===== src/rtl/signed_product_accumulator.sv =====
// Saturating signed dot-product accumulator: sums LEN products from the multiplier
// over a valid/ready handshake and holds the result until the consumer takes it.
module signed_product_accumulator #(
  parameter int unsigned PROD_W = 8,
  parameter int unsigned ACC_W  = 10,
  parameter int unsigned LEN    = 8,
  parameter int unsigned CNT_W  = 4
) (
  input  logic              clk,
  input  logic              rst,
  input  logic              start,
  input  logic [PROD_W-1:0] prod_in,
  input  logic              prod_valid,
  output logic              prod_ready,
  output logic [ACC_W-1:0]  acc_out,
  output logic              acc_valid,
  input  logic              acc_ready,
  output logic              overflow,
  output logic              busy
);

  localparam int unsigned SUM_W = ACC_W + 1;
  localparam int unsigned EXT_W = SUM_W - PROD_W;
  localparam logic [CNT_W-1:0] LAST_CNT = CNT_W'(LEN - 1);
  localparam logic [ACC_W-1:0] ACC_MAX = {1'b0, {(ACC_W-1){1'b1}}};
  localparam logic [ACC_W-1:0] ACC_MIN = {1'b1, {(ACC_W-1){1'b0}}};

  typedef enum logic [1:0] {
    ST_IDLE  = 2'd0,
    ST_ACCUM = 2'd1,
    ST_HOLD  = 2'd2
  } state_e;

  state_e             state_q, state_d;
  logic [ACC_W-1:0]   acc_q, acc_d;
  logic [CNT_W-1:0]   count_q, count_d;
  logic               ovf_q, ovf_d;
  logic               prod_ready_q, prod_ready_d;
  logic               acc_valid_q, acc_valid_d;
  logic               busy_q, busy_d;

  logic [SUM_W-1:0]   acc_ext;
  logic [SUM_W-1:0]   prod_ext;
  logic [SUM_W-1:0]   sum;
  logic               sum_hi;
  logic               sum_lo;
  logic [ACC_W-1:0]   sat_sum;
  logic               accept;

  // One extra bit of headroom: the top two bits disagree exactly when the sum left the rail range.
  always_comb begin
    acc_ext  = {acc_q[ACC_W-1], acc_q};
    prod_ext = {{EXT_W{prod_in[PROD_W-1]}}, prod_in};
    sum      = acc_ext + prod_ext;
    sum_hi   = (sum[SUM_W-1] == 1'b0) && (sum[ACC_W-1] == 1'b1);
    sum_lo   = (sum[SUM_W-1] == 1'b1) && (sum[ACC_W-1] == 1'b0);
    if (sum_hi) begin
      sat_sum = ACC_MAX;
    end else if (sum_lo) begin
      sat_sum = ACC_MIN;
    end else begin
      sat_sum = sum[ACC_W-1:0];
    end
  end

  assign accept = prod_valid && prod_ready_q;

  // Next-state and registered-output decode.
  always_comb begin
    state_d      = state_q;
    acc_d        = acc_q;
    count_d      = count_q;
    ovf_d        = ovf_q;
    prod_ready_d = 1'b0;
    acc_valid_d  = 1'b0;
    busy_d       = 1'b0;

    case (state_q)
      ST_IDLE: begin
        if (start) begin
          acc_d   = '0;
          count_d = '0;
          ovf_d   = 1'b0;
          state_d = ST_ACCUM;
        end
      end
      ST_ACCUM: begin
        if (accept) begin
          acc_d   = sat_sum;
          count_d = count_q + CNT_W'(1);
          if (sum_hi || sum_lo) begin
            ovf_d = 1'b1;
          end
          if (count_q == LAST_CNT) begin
            state_d = ST_HOLD;
          end
        end
      end
      ST_HOLD: begin
        if (acc_ready) begin
          state_d = ST_IDLE;
        end
      end
      default: begin
        state_d = ST_IDLE;
      end
    endcase

    // Handshake flags follow the upcoming state so they are flop outputs.
    prod_ready_d = (state_d == ST_ACCUM);
    acc_valid_d  = (state_d == ST_HOLD);
    busy_d       = (state_d == ST_ACCUM) || (state_d == ST_HOLD);
  end

  always_ff @(posedge clk) begin
    if (rst) begin
      state_q      <= ST_IDLE;
      acc_q        <= '0;
      count_q      <= '0;
      ovf_q        <= 1'b0;
      prod_ready_q <= 1'b0;
      acc_valid_q  <= 1'b0;
      busy_q       <= 1'b0;
    end else begin
      state_q      <= state_d;
      acc_q        <= acc_d;
      count_q      <= count_d;
      ovf_q        <= ovf_d;
      prod_ready_q <= prod_ready_d;
      acc_valid_q  <= acc_valid_d;
      busy_q       <= busy_d;
    end
  end

  assign prod_ready = prod_ready_q;
  assign acc_out    = acc_q;
  assign acc_valid  = acc_valid_q;
  assign overflow   = ovf_q;
  assign busy       = busy_q;

endmodule


===== config.mk =====
export PLATFORM = sky130hd
export DESIGN_NAME = signed_product_accumulator
export DESIGN_NICKNAME = d
export VERILOG_FILES = /design/src/rtl/signed_product_accumulator.sv
export SDC_FILE = /design/constraint.sdc
export NUM_CORES = 1
export LEC_CHECK = 0
export CAP_MARGIN = 20
export CORE_MARGIN = 3
export CORE_UTILIZATION = 52
export DETAILED_ROUTE_END_ITERATION = 6
export PLACE_DENSITY_LB_ADDON = 0.1
export RECOVER_POWER = 100
export REMOVE_ABC_BUFFERS = 1
export SYNTH_ARGS = -nofsm -noshare
export SYNTH_HDL_FRONTEND = slang
export SYNTH_SLANG_ARGS = --single-unit

===== constraint.sdc =====
create_clock -name clk -period 3.5 [get_ports clk]
set_clock_uncertainty 0.05 [all_clocks]
set_input_delay 0.525 -clock clk [delete_from_list [all_inputs] [get_ports clk]]
set_output_delay 0.525 -clock clk [all_outputs]
set_load 0.02 [all_outputs]

### Yosys cells after proc, flatten, opt, wreduce, memory -nomap -nowiden

Index checks and enable logic that the tools add are counted.

| word-level totals | value |
|---|---|
| input bits | 13 |
| logic and storage cells | 45 |
| output and inout port bits | 14 |
| flip-flop bits (word level) | 20 |

| cells by class | value |
|---|---|
| add/sub/neg operators | 2 |
| reduce and logical (&&, ||, !) cells | 9 |
| bitwise logic cells | 2 |
| eq/ne operators | 8 |
| muxes and demuxes | 17 |

Operators with widths:

| kind | number |
|---|---|
| 2-to-1 mux 10 bit | 4 |
| case mux 10 bit (2 select lines) | 1 |
| adder 10 x 8 -> 11 bit | 1 |
| 2-to-1 mux 2 bit | 4 |
| 2-to-1 mux 4 bit | 2 |
| case mux 4 bit (2 select lines) | 1 |
| != test 2 bit, second input constant | 3 |
| case mux 2 bit (3 select lines) | 1 |
| adder 4 x 1 -> 4 bit, second input constant | 1 |
| equality test 2 x 1 -> 1 bit, second input constant | 2 |
| equality test 2 bit, second input constant | 2 |
| equality test 4 x 3 -> 1 bit, second input constant | 1 |
| AND reduction 4 bit | 1 |
| logical AND 1 bit | 3 |
| 2-to-1 mux 1 bit | 3 |
| AND reduction 3 bit | 1 |
| zero test 2 bit | 1 |
| logical OR 1 bit | 2 |
| NOT 1 bit | 2 |
| case mux 1 bit (2 select lines) | 1 |
| nonzero test 2 bit | 1 |

### Depth between registers and ports, before layout

| logic depth | value |
|---|---|
| depth in word-level cells | 7 |
| mapped depth | 11 |
| gate-level depth less buffers | 11 |

### Least setup slack after synthesis

OpenSTA, ideal clock, no wires.

| timing | value |
|---|---|
| path kind | input to register |
| from | in prod_in[0] |
| to | reg acc_q[8], in the netlist acc_out[8] |
| data arrival time | 2.944 ns |
| setup time | 0.082 ns |
| slack | 0.423 ns |
| path buffers | 1 |
| required time | 3.368 ns |
| stages on the path | 11 |
| path through | ha_1 inv_1 fa_1 nand2b_1 a2111oi_2 a211oi_2 ha_1 buf_2 or4_1 a311o_1 o221ai_1 |

| on the way | value |
|---|---|
| longest elaborated chain between the ends | 7 |
| elaborated cells between the ends (all ways) | 9 |
| those cells by class | add/sub (1); mux (4); bitwise (2); reduce/logical (2) |

Ends and longest elaborated chain:

| item | RTL line | RTL |
|---|---|---|
| from (decl) | 12 | `input logic [PROD_W-1:0] prod_in,` |
| adder 10 x 8 -> 11 bit * | 54 | `sum = acc_ext + prod_ext;` |
| NOT 1 bit | 56 | `sum_lo = (sum[SUM_W-1] == 1'b1) && (sum[ACC_W-1] == 1'b0);` |
| logical AND 1 bit | 56 |  |
| 2-to-1 mux 10 bit | 59 | `end else if (sum_lo) begin` |
| 2-to-1 mux 10 bit * | 57 | `if (sum_hi) begin` |
| 2-to-1 mux 10 bit * | 88 | `if (accept) begin` |
| case mux 10 bit (2 select lines) * | 78 | `case (state_q)` |
| to (signal assigned) | 118 | `acc_q <= '0;` |
| to (signal assigned) | 126 | `acc_q <= acc_d;` |
| to (decl) | 35 | `logic [ACC_W-1:0] acc_q, acc_d;` |

Every way passes the cells marked *; elsewhere a longest branch is shown, timed or not. The select of a mux whose other input is x is not followed.
A chain may end at the register's enable or synchronous reset.

### Worst setup path in the final report

Ends and elaborated chain as after synthesis.

==> out/results.txt <==
FMAX: 0.303 GHz
Die W: 59.6 microns
Root buf cell: clkbuf_4
Unrepaired setup endpoints after global routing: false
H-tree depth: 1
Global route total overflow: 0
TritonCTS clock tree: yes
Cell taking the most area after synthesis: dfxtp_1
Filler instances: 226
Share of cells above drive strength 1: 0.0711
Vias in the first global route: 1,516
Cell with the most instances after synthesis: dfxtp_1
Endpoints failing hold: 0
# diodes: 0
Post-layout min period: 3.30 ns
Avg Synthesized Cell Area: 8.25 sq um
Yosys top cell area share: 0.268
Port Buf Inserts: 26
Max FO, Critical Path: 3
Commonest register cell after synthesis: dfxtp_1
Data required, critical path: 3.67 ns
Layout Nets: 242
Largest net degree at the start of global routing: 16
Total routed wirelength: 3.98 mm
R2R Setup Slk: 0.52 ns
Max Cap Viol: 0
Worst r2r path cells: 10
Outcome: complete, no violations
Reg2Reg Launch Point: acc_out[0]$_SDFFE_PP0P_
Fin. max-slew vios: 0
Hold Crit Start: count_q[1]$_SDFFE_PP0P_
Crit. End Element: flop
Leakage: 0.777 nW
Maximum root-to-sink buffer count: 2
P&R area growth vs syn: 21.9%
DIE AREA: 3550 sq um
Detailed-route via count: 1,490
Final setup viols: 0
Worst Hold End: count_q[1]$_SDFFE_PP0P_
DR WL/cell: 16.5 microns
WHS Path Cells: 2
Total CTS buffers: 3
First-pass GRT wire length: 6.74 mm
Slew headroom: 0.488
Setup Buffers After CTS: 0
Initial Util: 0.572
Detail Route Antenna Nets: 0
Routability Congestion: 0.938
Met3 usage: 0.0610
Initial antenna violation count: 0
Core Rows: 18
Initial DRC Count: 56
Sequential-to-total area share from yosys stat: 0.268
Post-DP HPWL: 3.08 mm
Gate Count Post-Synth: 181
CORE AREA: 2610 sq um
Post-layout util: 0.697
Distinct cells, synth: 50
WHS: 0.438 ns
Hold Crit Class: reg2reg
Total clock sinks: 20
Most Crowded Layer GR: met2
Router iterations before antenna repair: 4
Global-route track usage on met1: 0.315
Yosys reg bits: 20
Peak supply drop: 260 uV
Worst-Margin Slew: 0.765 ns
Top area cells in the synthesized netlist: dfxtp_1, ha_1, a21oi_1, nor2_1, nor2b_1
Resized Gates After CTS: 0
Clock transition at path regs: 0.11 ns
Startpoint types: input port
Tot GR Track Use: 0.249
FF-to-FF End: acc_out[8]$_SDFFE_PP0P_
Setup Crit Path Kind: in2reg
Hold_buf cts: 0
Post-synth EDFFs: 0
Synth cell count leaders: dfxtp_1, nor2_1, ha_1, a21oi_1
Vias per inst: 6.18
Power per cell area: 266 nW/um^2
Clk Latency, worst-skew pair: 0.30 ns
Chip height: 59.6 microns
Cell area after synthesis: 1490 sq um
CP arrival: 3.47 ns
Met2 Use GR: 0.402
Drt drc: 0
Synthesis Warnings: 0
Post-synth ARST share: 0
Tcrit/Tclk final: 0.943
I/O pin cnt: 27
-- metal layers --
metal / routed length, microns / part of all wire
met1: 1730 / 0.44
met2: 1880 / 0.47
met3: 271 / 0.068
met4: 99 / 0.025
met5: 0 / 0
-- sequential cells by signal, summed over array words and instances (netlist names) --
register and flops:
overflow 1, acc_valid 1, acc_out 10, count_q 4, busy 1, prod_ready 1, state_q 2
-- stage by stage --
step / std cells / cell area, sq um / TNS (ns) / setup slack (ns) / total power [mW]
global route: 241 / 1820 / 0 / 0.0386 / 0.510
global placement: 238 / 1810 / 0 / 0.0629 / 0.380
CTS: 241 / 1840 / 0 / 0.246 / 0.492
finish: 241 / 1820 / 0 / 0.199 / 0.485
detailed placement: 238 / 1810 / -0.129 / -0.0713 / 0.385
floorplan: 176 / 1470 / 0 / 0.465 / 0.329
-- cells in the final DEF (no fill, tap or decap), types with 2 or more instances in the layout --
cell type / instances
nor2b_1: 8
and3_1: 2
nor2_1: 18
o211ai_1: 4
nand2b_1: 2
a32o_1: 2
a21o_1: 3
a2111oi_2: 2
nor3_1: 5
clkbuf_4: 4
nand4_1: 4
o21ai_0: 3
nand3_1: 3
nor4_1: 2
clkdlybuf4s50_1: 10
a311o_1: 2
dfxtp_1: 20
inv_1: 13
dlygate4sd3_1: 16
or4_1: 2
buf_4: 4
o21ai_1: 3
a211oi_1: 2
nand3b_1: 2
xor2_1: 2
nor3b_1: 4
ha_1: 15
a31oi_1: 2
o21a_1: 4
nand2_1: 13
a21oi_1: 14
o221ai_1: 2
-- how the worst max path moves through the flow --
stage | from | cells past startpoint | slack [ns] | end
2_1_floorplan | prod_in[0] | 10 | 0.46 | acc_out[8]$_SDFFE_PP0P_
3_3_place_gp | prod_in[0] | 11 | 0.06 | acc_out[8]$_SDFFE_PP0P_
4_1_cts | prod_in[0] | 11 | 0.25 | acc_out[8]$_SDFFE_PP0P_
6_report | prod_in[0] | 11 | 0.20 | acc_out[8]$_SDFFE_PP0P_
5_1_grt | prod_in[0] | 11 | 0.04 | acc_out[8]$_SDFFE_PP0P_
3_5_place_dp | prod_in[0] | 11 | -0.07 | acc_out[8]$_SDFFE_PP0P_
-- worst max-delay path, cell delays in order --
cell             delay, ns
clkdlybuf4s50_1       0.46
ha_1                  0.16
inv_1                 0.05
fa_1                  0.40
nand2b_1              0.19
a2111oi_2             0.41
a211oi_1              0.13
ha_1                  0.25
or4_1                 0.52
a311o_1               0.29
o221ai_1              0.08
-- where the power goes --
group / total [mW] / leakage [nW] / switching, mW / internal [mW]
Clock: 0.107 / 0.0138 / 0.0670 / 0.0400
Combinational: 0.137 / 0.601 / 0.0782 / 0.0590
Sequential: 0.240 / 0.162 / 0.00588 / 0.235
-- logic make-up (layout without fill, tap and decap cells) --
kind of cell / count (synthesis) / in the layout / synth area share
flip-flops: 20 / 20 / 0.268
XOR/XNOR: 2 / 2 / 0.0117
buffers and inverters: 18 / 48 / 0.0477
adder cells (fa/ha/maj): 16 / 16 / 0.139
AND/OR/NAND/NOR: 74 / 74 / 0.275
AO/OA/AOI/OAI: 51 / 51 / 0.259
-- final cells by class --
class                      instances  area [sq um]  share of cell area
timing repair buffer              32           302               0.166
inverter                          13          48.8              0.0268
multi-input combinational        143          1010               0.555
tap                               30          37.5              0.0206
sequential                        20           400               0.220
clock buffer                       3          22.5              0.0124
Note: power is estimated with default switching activity, not from simulation.
